### src/rtl/max_sched_if.sv
// Request/response bundle for max_sched: N_REQ requesters in, one max-byte response out.
// Requester i occupies req_data[i*4*BYTE_W +: 4*BYTE_W].
interface max_sched_if #(
   parameter int N_REQ  = 4,
   parameter int BYTE_W = 8
);
   logic [N_REQ-1:0]          req_valid;
   logic [N_REQ*4*BYTE_W-1:0] req_data;
   logic [N_REQ-1:0]          req_ready;
   logic                      rsp_valid;
   logic                      rsp_ready;
   logic [2:0]                rsp_id;
   logic [BYTE_W-1:0]         rsp_max;
   logic [1:0]                rsp_lane;
   logic                      busy;

   modport master (
      output req_valid, req_data, rsp_ready,
      input  req_ready, rsp_valid, rsp_id, rsp_max, rsp_lane, busy
   );

   modport slave (
      input  req_valid, req_data, rsp_ready,
      output req_ready, rsp_valid, rsp_id, rsp_max, rsp_lane, busy
   );
endinterface

### src/rtl/max_sched.sv
// Round-robin scheduler in front of a shared 2-stage 4-byte max tree.
// Net tie rule: the highest-index lane holding the maximum wins.

module max_sched_max2 #(
   parameter int W = 8
) (
   input  logic [W-1:0] a_val,
   input  logic [1:0]   a_lane,
   input  logic [W-1:0] b_val,
   input  logic [1:0]   b_lane,
   output logic [W-1:0] y_val,
   output logic [1:0]   y_lane
);
   // 'a' is always the higher-lane operand, so ties go to it
   assign y_val  = (a_val >= b_val) ? a_val  : b_val;
   assign y_lane = (a_val >= b_val) ? a_lane : b_lane;
endmodule

module max_sched #(
   parameter int N_REQ  = 4,
   parameter int BYTE_W = 8
) (
   input  logic        clk,
   input  logic        rst_n,
   max_sched_if.slave  bus
);
   localparam int ID_W   = 3;
   localparam int STAGES = 2;

   logic [N_REQ-1:0][3:0][BYTE_W-1:0] words;
   logic [3:0][BYTE_W-1:0]            sel;
   logic                              advance, xfer, gnt_found;
   logic [ID_W-1:0]                   gnt_id, ptr;
   logic [STAGES:1]                   vld_pipe;

   logic [1:0][BYTE_W-1:0] pr_val, s1_val;
   logic [1:0][1:0]        pr_lane, s1_lane;
   logic [ID_W-1:0]        s1_id, rsp_id_q;
   logic [BYTE_W-1:0]      fin_val, rsp_max_q;
   logic [1:0]             fin_lane, rsp_lane_q;

   assign words   = bus.req_data;
   assign advance = !(bus.rsp_valid && !bus.rsp_ready);
   assign xfer    = gnt_found && advance;

   // First requester at or after ptr, wrapping modulo N_REQ
   always_comb begin
      int idx;
      idx       = 0;
      gnt_found = 1'b0;
      gnt_id    = '0;
      sel       = words[0];
      for (int k = 0; k < N_REQ; k++) begin
         idx = int'(ptr) + k;
         if (idx >= N_REQ) idx = idx - N_REQ;
         if (!gnt_found && bus.req_valid[idx]) begin
            gnt_found = 1'b1;
            gnt_id    = ID_W'(idx);
            sel       = words[idx];
         end
      end
   end

   always_comb begin
      for (int i = 0; i < N_REQ; i++)
         bus.req_ready[i] = xfer && (gnt_id == ID_W'(i));
   end

   // Stage-1 pairs: p=1 -> lanes 3/2 (e), p=0 -> lanes 1/0 (f)
   for (genvar p = 0; p < 2; p++) begin : g_pair
      max_sched_max2 #(.W(BYTE_W)) u_max2 (
         .a_val  (sel[2*p+1]),
         .a_lane (2'(2*p+1)),
         .b_val  (sel[2*p]),
         .b_lane (2'(2*p)),
         .y_val  (pr_val[p]),
         .y_lane (pr_lane[p])
      );
   end

   max_sched_max2 #(.W(BYTE_W)) u_final (
      .a_val  (s1_val[1]),
      .a_lane (s1_lane[1]),
      .b_val  (s1_val[0]),
      .b_lane (s1_lane[0]),
      .y_val  (fin_val),
      .y_lane (fin_lane)
   );

   always_ff @(posedge clk or negedge rst_n) begin
      if (!rst_n) begin
         ptr        <= '0;
         vld_pipe   <= '0;
         s1_val     <= '0;
         s1_lane    <= '0;
         s1_id      <= '0;
         rsp_id_q   <= '0;
         rsp_max_q  <= '0;
         rsp_lane_q <= '0;
      end else if (advance) begin
         vld_pipe   <= {vld_pipe[STAGES-1:1], xfer};
         s1_val     <= pr_val;
         s1_lane    <= pr_lane;
         s1_id      <= gnt_id;
         rsp_id_q   <= s1_id;
         rsp_max_q  <= fin_val;
         rsp_lane_q <= fin_lane;
         if (xfer)
            ptr <= (gnt_id == ID_W'(N_REQ-1)) ? '0 : gnt_id + 1'b1;
      end
   end

   assign bus.rsp_valid = vld_pipe[STAGES];
   assign bus.rsp_id    = rsp_id_q;
   assign bus.rsp_max   = rsp_max_q;
   assign bus.rsp_lane  = rsp_lane_q;
   assign bus.busy      = |vld_pipe;
endmodule

### src/flat_wrapper.sv
// flat-port wrapper written by rule: the top's interface ports become plain ports
module max_sched_flat 
#(
   parameter int N_REQ  = 4,
   parameter int BYTE_W = 8
)
  (clk, rst_n, bus_req_valid, bus_req_data, bus_rsp_ready, bus_req_ready, bus_rsp_valid, bus_rsp_id, bus_rsp_max, bus_rsp_lane, bus_busy);
  max_sched_if #(.N_REQ(N_REQ), .BYTE_W(BYTE_W)) bus_i ();
  input  logic clk;
  input  logic rst_n;
  input wire logic [$bits(bus_i.req_valid)-1:0] bus_req_valid;
  input wire logic [$bits(bus_i.req_data)-1:0] bus_req_data;
  input wire logic [$bits(bus_i.rsp_ready)-1:0] bus_rsp_ready;
  output wire logic [$bits(bus_i.req_ready)-1:0] bus_req_ready;
  output wire logic [$bits(bus_i.rsp_valid)-1:0] bus_rsp_valid;
  output wire logic [$bits(bus_i.rsp_id)-1:0] bus_rsp_id;
  output wire logic [$bits(bus_i.rsp_max)-1:0] bus_rsp_max;
  output wire logic [$bits(bus_i.rsp_lane)-1:0] bus_rsp_lane;
  output wire logic [$bits(bus_i.busy)-1:0] bus_busy;
  assign bus_i.req_valid = bus_req_valid;
  assign bus_i.req_data = bus_req_data;
  assign bus_i.rsp_ready = bus_rsp_ready;
  assign bus_req_ready = bus_i.req_ready;
  assign bus_rsp_valid = bus_i.rsp_valid;
  assign bus_rsp_id = bus_i.rsp_id;
  assign bus_rsp_max = bus_i.rsp_max;
  assign bus_rsp_lane = bus_i.rsp_lane;
  assign bus_busy = bus_i.busy;
  max_sched #(.N_REQ(N_REQ), .BYTE_W(BYTE_W)) u_core (.clk(clk), .rst_n(rst_n), .bus(bus_i));
endmodule
### config.mk
export PLATFORM = sky130hd
export DESIGN_NAME = max_sched_flat
export DESIGN_NICKNAME = d
export VERILOG_FILES = /design/src/rtl/max_sched_if.sv /design/src/rtl/max_sched.sv /design/src/flat_wrapper.sv
export SDC_FILE = /design/constraint.sdc
export NUM_CORES = 1
export LEC_CHECK = 0
export BUFFER_PORTS_ARGS = -buffer_cell sky130_fd_sc_hd__buf_2
export CAP_MARGIN = 20
export CORE_UTILIZATION = 53
export DETAILED_ROUTE_END_ITERATION = 10
export PLACE_DENSITY = 0.79
export SETUP_SLACK_MARGIN = 0.3
export SYNTH_ARGS = -nofsm -noshare
export SYNTH_HDL_FRONTEND = slang
export SYNTH_SLANG_ARGS = --single-unit
### constraint.sdc
create_clock -name clk -period 5.04 [get_ports clk]
set_input_delay 0.756 -clock clk [delete_from_list [all_inputs] [get_ports clk]]
set_output_delay 0.756 -clock clk [all_outputs]
set_load 0.02 [all_outputs]
Yosys cells after proc, flatten, opt, wreduce, memory -nomap -nowiden:

Cells that the tools add are included.

* reductions and logical operators: 17
* magnitude comparators: 11
* add/sub/neg operators: 8
* muxes and demuxes: 47
* bitwise gates (word level): 1
* equal/unequal tests: 3

Operators by type and width (count)
* $mux W32: 16
* $bmux W32 S2: 4
* $lt A32 B4 Y1 const B: 4
* $ge A32 B4 Y1 const B: 3
* $sub A32 B4 Y32 const B: 3
* $ge A8 B8 Y1: 3
* $mux W8: 3
* $mux W3: 5
* $mux W1: 14
* $logic_and A1 B1 Y1: 9
* $add A3 B2 Y4 const B: 2
* $bmux W1 S2: 4
* $eq A3 B2 Y1 const B: 2
* $logic_not A1 Y1: 5
* $add A3 B1 Y4 const B: 1
* $sub A3 B3 Y4 const B: 1
* $add A3 B1 Y3 const B: 1
* $eq A3 B1 Y1 const B: 1
* $ge A3 B3 Y1 const B: 1
* $logic_not A3 Y1: 1
* $mux W2: 1
* $reduce_and A2 Y1: 1
* $reduce_or A2 Y1: 1
* $not A1 Y1: 1

* bits of input ports: 135
* register bits after elaboration: 41

Logic depth before layout (Yosys ltp):

* depth after elaboration: 17
* gate-level depth with buffers: 23
* mapped depth without buffers: 16

Cells and area by module:

A second synthesis with hierarchy kept.

* cells, all modules: 958
* area, all modules: 7572.3 µm²

By module, submodules not included
* max_sched: cells an instance 850, area an instance 6600.1 µm², times used 1, seq. area each 1026.0 µm²
* max_sched_max2: cells an instance 36, area an instance 324.1 µm², times used 3, seq. area each 0.0 µm²

Worst setup path before layout:

OpenSTA, ideal clock, no wires.

* kind: register to register
* start: register u_core.ptr[0]
* end: register u_core.s1_val[1] in the netlist's numbering
* arrival: 4.370 ns
* clock period less this slack: 4.448 ns
* stages on the path, launching flop included: 23
* slack: 0.592 ns
* cell sequence: dfrtp_1 -> buf_6 -> buf_6 -> buf_2 -> buf_2 -> inv_1 -> ha_1 -> buf_2 -> mux4_2 -> or3b_1 -> buf_2 -> buf_2 -> nor2_1 -> a21oi_1 -> o21a_1 -> ha_1 -> nand2b_1 -> a211oi_1 -> o21ai_0 -> nand3_1 -> nand2_1 -> mux2_2 -> a21oi_1

* longest elaborated chain between the ends: 17

RTL lines
* start: declaration: RTL line max_sched.sv:33 `logic [ID_W-1:0] gnt_id, ptr;`
* start signal: assignment: RTL line max_sched.sv:109 `ptr <= (gnt_id == ID_W'(N_REQ-1)) ? '0 : gnt_id + 1'b1;`
* branches (longest 14 deep; another with $sub A32 B4 Y32)
* $mux W32 *: RTL line max_sched.sv:56 `if (!gnt_found && bus.req_valid[idx]) begin`
* $ge A8 B8 Y1: RTL line max_sched.sv:15 `assign y_val = (a_val >= b_val) ? a_val : b_val;`
* $mux W8 *: RTL line max_sched.sv:15
* end signal: assignment: RTL line max_sched.sv:102 `s1_val <= pr_val;`
* end: declaration: RTL line max_sched.sv:36 `logic [1:0][BYTE_W-1:0] pr_val, s1_val;`

Every way passes the cells marked *. The select of a mux whose other input is x is not followed.
A chain may end at the register's enable or synchronous reset.

Worst setup path in the final report:

* start: register u_core.ptr[0]
* end: output bus_req_ready[3]

* longest elaborated chain between the ends: 17

RTL lines
* branches (longest 16 deep; another with $sub A32 B4 Y32)
* $logic_and A1 B1 Y1 *: RTL line max_sched.sv:66 `bus.req_ready[i] = xfer && (gnt_id == ID_W'(i));`
* end: declaration: RTL line flat_wrapper.sv:14 `output wire logic [$bits(bus_i.req_ready)-1:0] bus_req_ready;`

Marks and branches as above.

==> impl_results.md <==
* Status: finished, final reports clean
* Max cap viols at 0
* CTS Hold Bufs at 0
* Fmax at 220 MHz
* Rel. slew slack at 0.383
* Setup Skew at 8.97 ps
* Initial core utilization at 0.551
* DRC viols at 0
* Power per cell area at 856 nW/µm²
* Ys Warns at 0
* Ys async rst share at 1.00
* Die H at 114 µm
* Layout cell share with drive strength beyond 1 at 0.399
* Hold Path Class: register to register
* IO Pins at 154
* Post-Syn Instances at 708
* Worst slack, placed at 450 ps
* Core area at 12200 µm²
* CP arrival at 3790 ps
* Core Rows at 40
* Seq cells post-synth at 40
* Worst Path Max Fanout at 22
* Crit path time final at 4550 ps
* Post-DR vias/cell at 6.60
* Crit share post-route at 0.903
* Full die area at 13100 µm²
* Fill cells at 1005
* Final Hold Viols at 0
* Leakage at 3.35 nW
* Drt pass-1 iters at 5
* Initial antenna violation count at 0
* Syn avg cell area at 9.47 µm²
* I/O Buffers at 153
* Tot GR Track Use at 0.290
* Clk root buf: clkbuf_16
* H-tree depth at 2
* Postcts setup bufs at 0
* Synth cell types at 42
* CP Class: register to output port
* Ys flop type: dfrtp_1
* CTS Buf Count at 5
* Most frequent cells in the layout: buf_2, mux4_2, a21oi_1
* Chip width at 114 µm
* Layout area overhead at 14.6%
* Max-slew violation count at 0
* CTS tree: built
* Post-Syn Area at 6700 µm²
* Worst EP required at 4280 ps
* Fin Setup TNS at 0 ps
* Clock Path Buffers at 2
* Final Worst Setup Slack at 490 ps
* Remaining antenna violation count at 0
* Seq/Total Area, Yosys at 0.149
* Clock Sink Count at 40
* Number of synthesized flops with an enable pin at 0
* Clock-pin transition on the worst setup and hold timing paths at 60 ps
* Vias in the first global route at 6192
* Actual slew at the worst max-slew pin at 926 ps
* Antenna diode count at 0
* RSZ-0062 raised after global routing: false
* Mapped Nets at 873
* Gpl congestion at 0.868
* Worst VDD drop at 0.438 mV
* Routed wire per std cell at 19.1 µm
* Drt total wl at 18900 µm
* First-pass GRT wire length at 30200 µm
* Nets at 983
* CP Launch Type: register
* Crit end category: output port
* Later-pin clock latency in the skew report at 280 ps
* Final Setup Violations at 0
* Hpwl dp at 14000 µm
* Grt total ovfl at 0
* Post-Layout Inst Area at 7680 µm²
* Largest net degree at the start of global routing at 64
* Vias at 6515
* DR iter-0 viols at 487
* Most common cell after layout, fill and taps aside: buf_2
* Placed Area at 7490 µm²
path summary, 6_finish.rpt:
check,from,endpoint,slack (ps),depth (start not counted)
max in group asynchronous,rst_n,u_core.ptr[0]$_DFFE_PN0P_,3750,1
setup reg to reg,u_core.ptr[0]$_DFFE_PN0P_,u_core.s1_val[7]$_DFFE_PN0N_,650,16
min in group asynchronous,rst_n,u_core.bus.rsp_max[0]$_DFFE_PN0N_,610,1
hold reg to reg,u_core.bus.rsp_id[2]$_DFFE_PN0N_,u_core.bus.rsp_id[2]$_DFFE_PN0N_,470,2
setup / recovery,u_core.ptr[0]$_DFFE_PN0P_,bus_req_ready[3],490,11
hold / removal,u_core.bus.rsp_id[2]$_DFFE_PN0N_,u_core.bus.rsp_id[2]$_DFFE_PN0N_,470,2
where the power goes:
part / switching [mW] / internal (mW) / total [mW] / leakage [nW]
registers: 0.131 / 0.492 / 0.622 / 0.455
clock network: 0.132 / 0.235 / 0.367 / 0.0840
logic: 2.98 / 2.61 / 5.58 / 2.81
total: 3.24 / 3.33 / 6.57 / 3.35
per-layer routing:
metal / vias to the layer above / GRT usage / wire length (µm)
li1: 2950 / - / -
met1: 3134 / 0.379 / 7280
met2: 392 / 0.484 / 9280
met3: 39 / 0.0439 / 1720
met4: 0 / 0.117 / 565
met5: - / 0 / 0
flip-flops by register name, indices dropped and copies added, names as in the netlist:
signal / flops
u_core.bus.rsp_id: 3
u_core.bus.rsp_lane: 2
u_core.s1_lane: 3
u_core.ptr: 3
u_core.s1_val: 16
u_core.bus.rsp_max: 8
u_core.vld_pipe: 2
u_core.s1_id: 3
final cells by class:
cell class,instances,area [µm²],area share
Clock buffer,5,125,0.0163
Timing Repair Buffer,171,911,0.119
Tap cell,168,210,0.0274
Multi-Input combinational cell,574,5290,0.688
Inverter,26,97.6,0.0127
Sequential cell,40,1010,0.131
Clock inverter,3,47.5,0.00619
cells by family (layout without fill, tap and decap cells):
| logic type | Yosys count | after routing | share of synthesized area |
|---|---|---|---|
| DFF | 40 | 40 | 0.149 |
| and+or+nand+nor | 179 | 179 | 0.109 |
| AOI/OAI and AO/OA | 205 | 205 | 0.188 |
| adders and majority gates | 30 | 30 | 0.0560 |
| buffers and inverters | 94 | 205 | 0.0653 |
| muxes | 160 | 160 | 0.432 |
cells in the mapped netlist (21+ instances only):
| cell | count | area [µm²] |
|---|---|---|
| mux4_2 | 100 | 2250 |
| a21oi_1 | 83 | 415 |
| nor2_1 | 79 | 297 |
| nand2_1 | 74 | 278 |
| dfrtp_1 | 40 | 1000 |
| mux2_2 | 32 | 360 |
| ha_1 | 30 | 375 |
| clkbuf_1 | 27 | 101 |
| mux2i_1 | 27 | 270 |
| buf_2 | 26 | 130 |
| inv_1 | 26 | 97.6 |
| o21ai_0 | 21 | 105 |
timing repair:
item / CTS / global route
endpoints found under the setup margin: 1 / 16
gates resized for setup: 1 / 7
cloned: 0 / 0
pin swaps: 0 / 0
hold endpoints to repair: 0 / 0
critical path, stage by stage (launching register included):
cell	delay (ps)
dfrtp_4	540
inv_1	160
ha_4	380
mux4_2	320
buf_4	240
nor2_1	190
nand2_2	270
buf_4	300
o32ai_1	480
a21oi_1	190
and2_1	260
buf_2	170
stage by stage:
| step | utilization | hold slack, ps | total power, mW | cells |
|---|---|---|---|---|
| 4_1_cts | 0.631 | 468 | 6.50 | 987 |
| 2_1_floorplan | - | 434 | 4.99 | 708 |
| 5_1_grt | 0.632 | 504 | 7.14 | 987 |
| 3_5_place_dp | 0.616 | 454 | 6.10 | 979 |
| 6_report | 0.632 | 467 | 6.57 | 987 |
| 3_3_place_gp | 0.616 | 447 | 5.88 | 979 |
(Power assumes the default switching activity.)
